`src/rtl/dlfloat16_mul_seq.sv`:
```
// Sequential DLFloat16 multiplier: ten shift-add steps over the significands,
// one normalise step, then a result held behind a valid/ready handshake.
module dlfloat16_mul_seq #(
    parameter int unsigned BIAS   = 31,
    parameter int unsigned MANT_W = 9
) (
    input  logic        clk,
    input  logic        rst_n,
    input  logic        in_valid,
    output logic        in_ready,
    input  logic [15:0] a,
    input  logic [15:0] b,
    output logic        out_valid,
    input  logic        out_ready,
    output logic [15:0] c_mul,
    output logic [2:0]  flags
);

    localparam int unsigned EXP_W  = 15 - MANT_W;
    localparam int unsigned SIG_W  = MANT_W + 1;
    localparam int unsigned PROD_W = 2 * SIG_W;
    localparam int unsigned CNT_W  = $clog2(SIG_W + 1);
    localparam int unsigned E_W    = EXP_W + 2;

    localparam logic [EXP_W-1:0]      EXP_ALL1 = {EXP_W{1'b1}};
    localparam logic [CNT_W-1:0]      CNT_LAST = CNT_W'(SIG_W - 1);
    localparam logic signed [E_W-1:0] E_BIAS   = E_W'(BIAS);
    localparam logic signed [E_W-1:0] E_MAX    = E_W'((1 << EXP_W) - 2);
    localparam logic signed [E_W-1:0] E_ONE    = E_W'(1);

    typedef enum logic [1:0] {StIdle, StMul, StNorm, StDone} state_e;
    typedef enum logic [1:0] {ClsNormal, ClsNan, ClsInf, ClsZero} cls_e;

    state_e r_state, w_state_next;

    logic [SIG_W-1:0]  r_ma;
    logic [SIG_W-1:0]  r_mb;
    logic [PROD_W-1:0] r_acc;
    logic [CNT_W-1:0]  r_cnt;
    logic [EXP_W-1:0]  r_ea;
    logic [EXP_W-1:0]  r_eb;
    logic              r_sign;
    cls_e              r_cls;
    logic [15:0]       r_c_mul;
    logic [2:0]        r_flags;

    logic              w_a_zero, w_a_inf, w_a_nan;
    logic              w_b_zero, w_b_inf, w_b_nan;
    cls_e              w_cls;
    logic [PROD_W-1:0] w_mb_shift;
    logic signed [E_W-1:0] w_exp_sum;
    logic signed [E_W-1:0] w_exp_norm;
    logic [MANT_W-1:0] w_frac;
    logic [15:0]       w_res_c;
    logic [2:0]        w_res_f;
    logic              w_unused_acc;

    // Operand classification; a zero exponent flushes any fraction to zero.
    always_comb begin
        w_a_zero = (a[14:MANT_W] == '0);
        w_a_inf  = (a[14:MANT_W] == EXP_ALL1) && (a[MANT_W-1:0] == '0);
        w_a_nan  = (a[14:MANT_W] == EXP_ALL1) && (a[MANT_W-1:0] != '0);
        w_b_zero = (b[14:MANT_W] == '0);
        w_b_inf  = (b[14:MANT_W] == EXP_ALL1) && (b[MANT_W-1:0] == '0);
        w_b_nan  = (b[14:MANT_W] == EXP_ALL1) && (b[MANT_W-1:0] != '0);

        if (w_a_nan || w_b_nan || (w_a_zero && w_b_inf) || (w_a_inf && w_b_zero)) begin
            w_cls = ClsNan;
        end else if (w_a_inf || w_b_inf) begin
            w_cls = ClsInf;
        end else if (w_a_zero || w_b_zero) begin
            w_cls = ClsZero;
        end else begin
            w_cls = ClsNormal;
        end
    end

    // State register
    always_ff @(posedge clk or negedge rst_n) begin
        if (!rst_n) begin
            r_state <= StIdle;
        end else begin
            r_state <= w_state_next;
        end
    end

    // Next-state logic
    always_comb begin
        w_state_next = r_state;
        unique case (r_state)
            StIdle: if (in_valid) w_state_next = StMul;
            StMul:  if (r_cnt == CNT_LAST) w_state_next = StNorm;
            StNorm: w_state_next = StDone;
            StDone: if (out_ready) w_state_next = StIdle;
            default: w_state_next = StIdle;
        endcase
    end

    // Output logic
    always_comb begin
        in_ready  = (r_state == StIdle);
        out_valid = (r_state == StDone);
        c_mul     = r_c_mul;
        flags     = r_flags;
    end

    assign w_mb_shift = PROD_W'(r_mb) << r_cnt;

    // Datapath: operand latch, shift-add accumulation, result register.
    always_ff @(posedge clk or negedge rst_n) begin
        if (!rst_n) begin
            r_ma    <= '0;
            r_mb    <= '0;
            r_acc   <= '0;
            r_cnt   <= '0;
            r_ea    <= '0;
            r_eb    <= '0;
            r_sign  <= 1'b0;
            r_cls   <= ClsNormal;
            r_c_mul <= '0;
            r_flags <= '0;
        end else begin
            unique case (r_state)
                StIdle: begin
                    if (in_valid) begin
                        r_ma   <= {1'b1, a[MANT_W-1:0]};
                        r_mb   <= {1'b1, b[MANT_W-1:0]};
                        r_ea   <= a[14:MANT_W];
                        r_eb   <= b[14:MANT_W];
                        r_sign <= a[15] ^ b[15];
                        r_cls  <= w_cls;
                        r_acc  <= '0;
                        r_cnt  <= '0;
                    end
                end
                StMul: begin
                    if (r_ma[0]) begin
                        r_acc <= r_acc + w_mb_shift;
                    end
                    r_ma  <= r_ma >> 1;
                    r_cnt <= r_cnt + 1'b1;
                end
                StNorm: begin
                    r_c_mul <= w_res_c;
                    r_flags <= w_res_f;
                end
                default: ;
            endcase
        end
    end

    // Normalisation by truncation: the product significand lies in [1, 4).
    always_comb begin
        w_exp_sum = $signed(E_W'(r_ea)) + $signed(E_W'(r_eb)) - E_BIAS;
        if (r_acc[PROD_W-1]) begin
            w_frac     = r_acc[PROD_W-2 -: MANT_W];
            w_exp_norm = w_exp_sum + E_ONE;
        end else begin
            w_frac     = r_acc[PROD_W-3 -: MANT_W];
            w_exp_norm = w_exp_sum;
        end
    end

    // Low product bits fall below the truncation point.
    assign w_unused_acc = ^r_acc[PROD_W-MANT_W-3:0];

    always_comb begin
        w_res_c = '0;
        w_res_f = '0;
        unique case (r_cls)
            ClsNan: begin
                w_res_c = {r_sign, {EXP_W{1'b1}}, {MANT_W{1'b1}}};
                w_res_f = 3'b100;
            end
            ClsInf: begin
                w_res_c = {r_sign, {EXP_W{1'b1}}, {MANT_W{1'b0}}};
            end
            ClsZero: begin
                w_res_c = {r_sign, 15'h0000};
            end
            default: begin
                if (w_exp_norm > E_MAX) begin
                    w_res_c = {r_sign, E_MAX[EXP_W-1:0], {MANT_W{1'b1}}};
                    w_res_f = 3'b010;
                end else if (w_exp_norm < E_ONE) begin
                    w_res_c = {r_sign, 15'h0000};
                    w_res_f = 3'b001;
                end else begin
                    w_res_c = {r_sign, w_exp_norm[EXP_W-1:0], w_frac};
                end
            end
        endcase
    end

endmodule

```
`config.mk`:
```
export PLATFORM = sky130hd
export DESIGN_NAME = dlfloat16_mul_seq
export DESIGN_NICKNAME = d
export VERILOG_FILES = /design/src/rtl/dlfloat16_mul_seq.sv
export SDC_FILE = /design/constraint.sdc
export NUM_CORES = 1
export LEC_CHECK = 0
export ABC_AREA = 0
export BUFFER_PORTS_ARGS = -buffer_cell sky130_fd_sc_hd__buf_2
export CAP_MARGIN = 20
export CORE_MARGIN = 2
export CORE_UTILIZATION = 55
export DETAILED_ROUTE_END_ITERATION = 10
export PLACE_DENSITY_LB_ADDON = 0.3
export SETUP_SLACK_MARGIN = 0.05
export SKIP_LAST_GASP = 1
export SYNTH_ARGS = -nofsm -noshare
export SYNTH_HDL_FRONTEND = slang
export SYNTH_SLANG_ARGS = --single-unit
export TNS_END_PERCENT = 20
```
`constraint.sdc`:
```
create_clock -name clk -period 5.7 [get_ports clk]
set_clock_uncertainty 0.15 [all_clocks]
set_input_delay 1.71 -clock clk [delete_from_list [all_inputs] [get_ports clk]]
set_output_delay 1.71 -clock clk [all_outputs]
set_load 0.01 [all_outputs]
```
==> out/metrics.cfg, run 1 <==
[worst_hold_path]
hold_start = r_ma[7]
min_to = r_ma[7]
holdCritPathClass = reg2reg
hold_depth = 2

[timing]
grt_setup_unrepaired = false
report.final.hold_viol_count = 0
finalSetupTns_ps = 0
slew_headroom_pct = 41.4
period_share_pct = 71.2
setup_slack_ps = 1640
tightest_slew_ps = 880
finalMaxSlewViolations = 0
setup_violations = 0
fmax_mhz = 247
period_needed_ps = 4060

[route]
vias_per_cell = 5.82
wl_um = 11900
vias = 4530
ant_nets = 0
drc = 0
wl_per_cell_um = 15.3
drt-pass1-iter-count = 5
drt-initial-drc-count = 209

[global_route]
grt_pass1_wl_um = 20800
first_global_vias = 4465
grt_usage_pct = 23.5
grt_overflow = 0
antenna_found_initial = 0
grt_max_degree = 81

[placement]
gp_congestion = 0.865
post_dp_cell_area_mm2 = 0.00581
dp_cells = 759
place_ws_ps = 1470
dp_hpwl_um = 8770
numPortBuffers = 56

[worst_setup_path]
crit-reg2reg-launch = r_cnt[0]
arrival_ps = 4120
timing.rr.end = r_acc[18]
path_buf_inv = 0
crit_chain = mux2_2, o21ai_0, mux2i_1, nor2b_1, ha_1, a2111o_1, a31oi_1, nor4b_1, nor3_1, o311ai_0, a21oi_1, xor2_1, o21ai_0
rrSetupSlack_ps = 1640
crit_path_end_kind = register
crit_family = compound AO/OA/AOI/OAI gates
slowest_stage = dfrtp_1
slowest_delay_ps = 720
crit_required_ps = 5770
reg2reg_depth = 13
crit_fanout = 16
cp-start-kind = register
crit_type = reg2reg
crit_path_frequent_cell = o21ai_0

[clock_network]
htreeDepth = 3
postCtsSetupRepairBufs = 0
post_cts_resized = 0
cts_tree = yes
cts_buffers = 9
clk_pin_slew_worst_paths_ps = 80
clk_latency_ps = 360
root_buffer = clkbuf_8
cts_hold_buf = 0
cts.sinks = 80
clock_path_buffers = 2

[synth]
syn_area_per_cell_um2 = 9.17
ys_seq_area_share_pct = 36.6
synth_fp_nets = 674
synth-edff-count = 0
yosysUniqueCellTypes = 66
async_flop_share_pct = 100
yosys_most_used_dff = dfrtp_1
syn_area_mm2 = 0.00548
synth_top_area_share_pct = 36.6
yosys_warnings = 0
yosysTopAreaCell = dfrtp_1
synth-seq-cells = 80
synth.most_common_cell = dfrtp_1
synthCells = 597
synth_common_cells = dfrtp_1, nand2_1, o21ai_0
yosys-top-cells-area = dfrtp_1, ha_1, mux2_2

[run_status]
status = finished, final reports clean

[die]
dieArea_mm2 = 0.0108
dieHeight_um = 104
die_x_um = 104
core-area_mm2 = 0.00973
io_pins = 57
rows = 36
start_util_pct = 56.3

[final_layout]
layout-drive-gt1-share_pct = 18.0
n_fill_cell = 850
diodes = 0
nets = 718
fin_cells = 779
final_core_util_pct = 63.0
final_area_mm2 = 0.00613
synthToLayoutAreaGrowth_pct = 11.9

[pwr]
p_leak_nw = 2.82
powerDensity_mw_per_mm2 = 626
irDropWorstVdd_mv = 0.286

[job]
drv_cap = 0

## tightest hold or removal path, cell delays in order, from the launching register on
cell     delay (ps)
dfrtp_1         350
nand2_1          40
o21ai_0          60
## through the flow
step / hold WS (ps) / power, mW
2_1_floorplan: 294 / 2.78
3_3_place_gp: 315 / 3.18
5_1_grt: 371 / 4.18
4_1_cts: 351 / 3.80
3_5_place_dp: 332 / 3.26
6_report: 342 / 3.84
## area by class of cell
cell class | instances | area, um2 | area share (%)
timing repair buffer | 60 | 353 | 5.76
clock inverter | 5 | 104 | 1.69
clock buffer | 11 | 141 | 2.31
tap | 133 | 166 | 2.72
multi-input combinational | 449 | 3210 | 52.3
sequential | 80 | 2000 | 32.7
inverter | 41 | 154 | 2.51
## registers in the layout, summed over array words and instances (netlist names)
name / cells
r_mb: 10
c_mul: 16
r_state: 2
flags: 3
r_ma: 10
r_cls: 2
r_eb: 6
r_acc: 20
r_cnt: 4
r_ea: 6
r_sign: 1
## placed cells by master (no fill, tap or decap), types with 7 or more instances in the layout
cell type / synthesis / final
dfrtp_1: 80 / 80
nand2_1: 65 / 65
buf_2: 3 / 55
o21ai_0: 52 / 51
inv_1: 40 / 40
ha_1: 39 / 39
nor2_1: 33 / 33
a21oi_1: 31 / 31
mux2i_1: 29 / 29
mux2_2: 28 / 28
nor3_1: 15 / 15
xor2_1: 13 / 13
xnor2_1: 12 / 12
nor2b_1: 11 / 11
nand3_1: 11 / 11
clkbuf_8: 0 / 10
a21o_1: 9 / 9
o221ai_1: 9 / 9
a31oi_1: 7 / 7
## layer usage
layer	GRT usage (%)	wire length, um
met1	30.2	5390
met2	40.5	5910
met3	4.53	437
met4	6.47	176
met5	0	0
## cells by family after synthesis
group | synth area share (%)
AO/OA/AOI/OAI | 18.3
XOR/XNOR | 4.00
adder cells (fa/ha/maj) | 9.64
buffers and inverters | 4.87
flip-flops | 36.6
multiplexers | 11.1
AND/OR/NAND/NOR | 15.6
## power by group
group	switching [mW]	total (mW)	internal [mW]
clock network	0.217	0.521	0.303
logic	1.34	2.34	1.01
registers	0.170	0.969	0.800
total	1.72	3.84	2.11
## worst max path at each step
stage / startpoint / endpoint / slack, ps / cells past startpoint
after floorplan: r_cnt[0] / r_acc[18] / 1960 / 15
after global placement: in_valid / r_acc[19] / 1580 / 8
after detailed placement: in_valid / r_acc[19] / 1470 / 8
after CTS: r_cnt[0] / r_acc[18] / 1660 / 13
after global routing: r_cnt[0] / r_acc[18] / 1410 / 13
final: r_cnt[0] / r_acc[18] / 1640 / 13
Power figures use the tool's default switching activity.
==> run 2: changes to the inputs <==
==> constraint.sdc (replaced) <==
create_clock -name clk -period 4.1 [get_ports clk]
set_clock_uncertainty 0.15 [all_clocks]
set_input_delay 1.23 -clock clk [delete_from_list [all_inputs] [get_ports clk]]
set_output_delay 1.23 -clock clk [all_outputs]
set_load 0.01 [all_outputs]
==> out/metrics.cfg, run 2 (synthesis gave the netlist of run 1 again) <==
[placement]
post_dp_cell_area_mm2 = 0.00585
numPortBuffers = 56
gp_congestion = 0.886
place_ws_ps = 284
dp_hpwl_um = 9090

[timing]
period_needed_ps = 3740
finalSetupTns_ps = 0
setup_slack_ps = 362
report.final.hold_viol_count = 0
finalMaxSlewViolations = 0
tightest_slew_ps = 1050
slew_headroom_pct = 30.1
grt_setup_unrepaired = false
period_share_pct = 91.2
setup_violations = 0
fmax_mhz = 268

[global_route]
antenna_found_initial = 0
grt_usage_pct = 23.8
grt_overflow = 0
grt_max_degree = 81
grt_pass1_wl_um = 21300
first_global_vias = 4499

[final_layout]
final_common_cell = dfrtp_1
final_area_mm2 = 0.00607
nets = 721
diodes = 0
synthToLayoutAreaGrowth_pct = 10.9
n_fill_cell = 856
layout-drive-gt1-share_pct = 18.8
final_cell_mix = dfrtp_1, nand2_1, buf_2, o21ai_0, inv_1
regMostFlops = r_acc
largest_register_ffs = 20

[pwr]
irDropWorstVdd_mv = 0.407
powerDensity_mw_per_mm2 = 851
p_leak_nw = 2.79

[route]
ant_nets = 0
wl_per_cell_um = 15.5
drc = 0
vias = 4454
vias_per_cell = 5.70
drt-pass1-iter-count = 4
drt-initial-drc-count = 155
wl_um = 12100

[run_status]
status = finished, final reports clean

[clock_network]
cts.sinks = 80
htreeDepth = 3
clk_pin_slew_worst_paths_ps = 90
clock_path_buffers = 2
cts_tree = yes
clk_latency_ps = 350
cts_buffers = 9
postCtsSetupRepairBufs = 0
cts_hold_buf = 0
root_buffer = clkbuf_8

[worst_setup_path]
arrival_ps = 3800
cp-start-kind = register
crit_fanout = 6
crit_required_ps = 4160
crit_path_end_kind = register
crit_type = reg2reg

[die]
start_util_pct = 56.3
dieHeight_um = 104
dieArea_mm2 = 0.0108
core-area_mm2 = 0.00973
io_pins = 57
rows = 36
die_x_um = 104

[job]
drv_cap = 0

[worst_hold_path]
holdCritPathClass = reg2reg

[run 2: metal layers]
metal / share of wire [%] / wire [um] / global-route usage, %
met5: 0 / 0 / 0
met4: 1.0 / 123 / 5.31
met3: 2.7 / 321 / 3.52
met2: 50 / 5990 / 41.4
met1: 47 / 5670 / 31.6
[run 2: layout make-up]
class	instances	area, um2	share of cell area [%]
clock buffer	10	128	2.10
sequential	80	2000	33.0
multi-input combinational	449	3220	53.0
inverter	41	154	2.53
timing repair buffer	63	363	5.97
clock inverter	6	42.5	0.700
tap	133	166	2.74
[run 2: per-stage QoR]
stage	power (mW)	util (%)	hold slack, ps	std cells
after global routing	5.66	62.4	383	782
after detailed placement	4.60	60.1	322	764
after CTS	5.16	61.9	342	780
after floorplan	3.86	-	294	597
after global placement	4.46	60.1	312	764
final	5.17	62.4	334	782
[run 2: timing repair]
action                                  in CTS  in global routing
endpoints found under the setup margin       0                  1
gates resized for setup                      0                  4
hold endpoints to repair                     0                  0
[run 2: critical path: stages (launching register included)]
cell	delay (ps)
dfrtp_1	450
mux2_2	370
o21ai_0	210
mux2i_1	120
nor2b_1	140
ha_1	370
a2111o_1	450
a31oi_1	260
nor4b_2	110
nor3_1	350
o311ai_1	190
a21oi_1	200
xor2_1	150
o21ai_0	80
[run 2: path summary, 6_finish.rpt]
| check | startpoint | to | slack (ps) | cells past startpoint |
|---|---|---|---|---|
| max | r_cnt[0] | r_acc[18] | 360 | 13 |
| min | r_ma[1] | r_ma[1] | 330 | 2 |
| max reg2reg | r_cnt[0] | r_acc[18] | 360 | 13 |
| min reg2reg | r_ma[1] | r_ma[1] | 330 | 2 |
| max in group asynchronous | rst_n | r_cnt[1] | 2580 | 2 |
| min in group asynchronous | rst_n | r_ea[4] | 640 | 1 |
[run 2: where the power goes]
group / leakage, nW / total [mW] / internal [mW] / switching (mW)
combinational: 1.71 / 3.31 / 1.40 / 1.91
sequential: 1.00 / 1.32 / 1.11 / 0.212
clock: 0.0831 / 0.531 / 0.223 / 0.308
total: 2.79 / 5.17 / 2.73 / 2.44
==> run 3: changes to the inputs <==
--- a/config.mk
+++ b/config.mk
@@ -11,7 +11,7 @@
 export CORE_MARGIN = 2
 export CORE_UTILIZATION = 55
 export DETAILED_ROUTE_END_ITERATION = 10
-export PLACE_DENSITY_LB_ADDON = 0.3
+export PLACE_DENSITY = 0.76
 export SETUP_SLACK_MARGIN = 0.05
 export SKIP_LAST_GASP = 1
 export SYNTH_ARGS = -nofsm -noshare
==> out/metrics.cfg, run 3 (synthesis gave the netlist of run 1 again) <==
[worst_setup_path]
slowest_stage = dfrtp_2
crit_type = reg2reg
rrSetupSlack_ps = 330
slowest_delay_ps = 470
crit_chain = mux2_2, o21ai_0, mux2i_1, nor2b_1, ha_1, a2111o_1, a31oi_1, nor4b_1, nor3_1, o311ai_0, a21oi_1, xor2_1, o21ai_0
crit_path_end_kind = register
cp-start-kind = register
path_buf_inv = 0
crit_required_ps = 4170
crit_family = compound AO/OA/AOI/OAI gates
crit_path_frequent_cell = o21ai_0
arrival_ps = 3830
crit-reg2reg-launch = r_cnt[0]
crit_fanout = 7
timing.rr.end = r_acc[18]
reg2reg_depth = 13

[global_route]
grt_pass1_wl_um = 20700
grt_usage_pct = 23.3
first_global_vias = 4389
grt_overflow = 0
antenna_found_initial = 0
grt_max_degree = 81

[die]
io_pins = 57
start_util_pct = 56.3
die_x_um = 104
dieHeight_um = 104
rows = 36
dieArea_mm2 = 0.0108
core-area_mm2 = 0.00973

[worst_hold_path]
hold_depth = 2
min_to = r_sign
holdCritPathClass = reg2reg
hold_start = r_sign

[pwr]
irDropWorstVdd_mv = 0.391
powerDensity_mw_per_mm2 = 856
p_leak_nw = 2.81

[clock_network]
postCtsSetupRepairBufs = 0
root_buffer = clkbuf_8
clk_pin_slew_worst_paths_ps = 80
cts_buffers = 9
cts.sinks = 80
clock_path_buffers = 2
cts_hold_buf = 0
htreeDepth = 3
cts_tree = yes
clk_latency_ps = 360

[final_layout]
layout-drive-gt1-share_pct = 18.8
final_common_cell = dfrtp_1
n_fill_cell = 876
largest_register_ffs = 20
final_cell_mix = dfrtp_1, nand2_1, buf_2, o21ai_0, inv_1
synthToLayoutAreaGrowth_pct = 11.5
diodes = 0
nets = 722
regMostFlops = r_acc

[timing]
slew_headroom_pct = 28.3
tightest_slew_ps = 1070
finalSetupTns_ps = 0
period_share_pct = 91.9
fmax_mhz = 265
setup_slack_ps = 333
finalMaxSlewViolations = 0
setup_violations = 0
grt_setup_unrepaired = false
report.final.hold_viol_count = 0
period_needed_ps = 3770

[route]
vias_per_cell = 5.68
ant_nets = 0
wl_um = 12000
drt-initial-drc-count = 185
drc = 0
drt-pass1-iter-count = 4
vias = 4450
wl_per_cell_um = 15.3

[placement]
numPortBuffers = 56
dp_hpwl_um = 8950
place_ws_ps = 346
gp_congestion = 0.954

[job]
drv_cap = 0

[run_status]
status = finished, final reports clean

[run 3: cell types whose count changed in the layout (fill, tap and decap cells not counted), sizes merged]
cell and change:
bufinv +1, buf +1, clkinv -2, clkbuf +1
[run 3: worst max-delay path by stage]
stage	startpoint	endpoint	slack, ps	depth (start not counted)
finish	r_cnt[0]	r_acc[18]	330	13
global route	r_cnt[0]	r_acc[18]	70	13
CTS	r_cnt[0]	r_acc[18]	310	13
detailed placement	r_cnt[0]	r_acc[18]	350	13
global placement	r_cnt[0]	r_acc[18]	400	13
floorplan	r_cnt[0]	r_acc[18]	360	15
[run 3: final cells by class]
cell class | instances | area, um2 | share of cell area [%]
Clock buffer | 11 | 151 | 2.48
Clock inverter | 5 | 62.6 | 1.02
Inverter | 41 | 154 | 2.52
Multi-Input combinational cell | 449 | 3210 | 52.5
Sequential cell | 80 | 2000 | 32.8
Tap cell | 133 | 166 | 2.72
Timing Repair Buffer | 64 | 363 | 5.94
[run 3: worst reg2reg max path, cell delays in order, from the launching register on]
cell	delay, ps
dfrtp_2	470
mux2_2	370
o21ai_0	230
mux2i_1	130
nor2b_1	150
ha_1	380
a2111o_1	460
a31oi_1	230
nor4b_1	120
nor3_1	330
o311ai_0	190
a21oi_1	200
xor2_1	150
o21ai_0	80
[run 3: report_power, final]
| group | switching, mW | internal [mW] |
|---|---|---|
| Clock | 0.311 | 0.319 |
| Combinational | 1.88 | 1.40 |
| Sequential | 0.212 | 1.11 |
| Total | 2.40 | 2.83 |
[run 3: metrics by stage]
| stage | instances | utilization (%) | hold WS, ps | instance area [um2] | total power, mW |
|---|---|---|---|---|---|
| final | 783 | 62.8 | 333 | 6110 | 5.23 |
| after global routing | 783 | 62.8 | 373 | 6110 | 5.74 |
| after CTS | 782 | 62.5 | 342 | 6080 | 5.23 |
| after detailed placement | 766 | 60.3 | 322 | 5870 | 4.58 |
| after global placement | 766 | 60.3 | 311 | 5870 | 4.47 |
| after floorplan | 597 | - | 294 | 5480 | 3.86 |
[run 3: layer usage]
layer  up-vias  share of wire, %  track usage, %
met5         -                 0               0
met4         0               1.2            8.01
met3        13               3.8            4.59
met2        81                49            38.6
met1      2122                46            30.8
li1       2234                 -               -
[run 3: repair_timing]
action,in CTS,in global routing
setup endpoints to repair,0,3
resized for setup,0,1
hold endpoints to repair,0,0
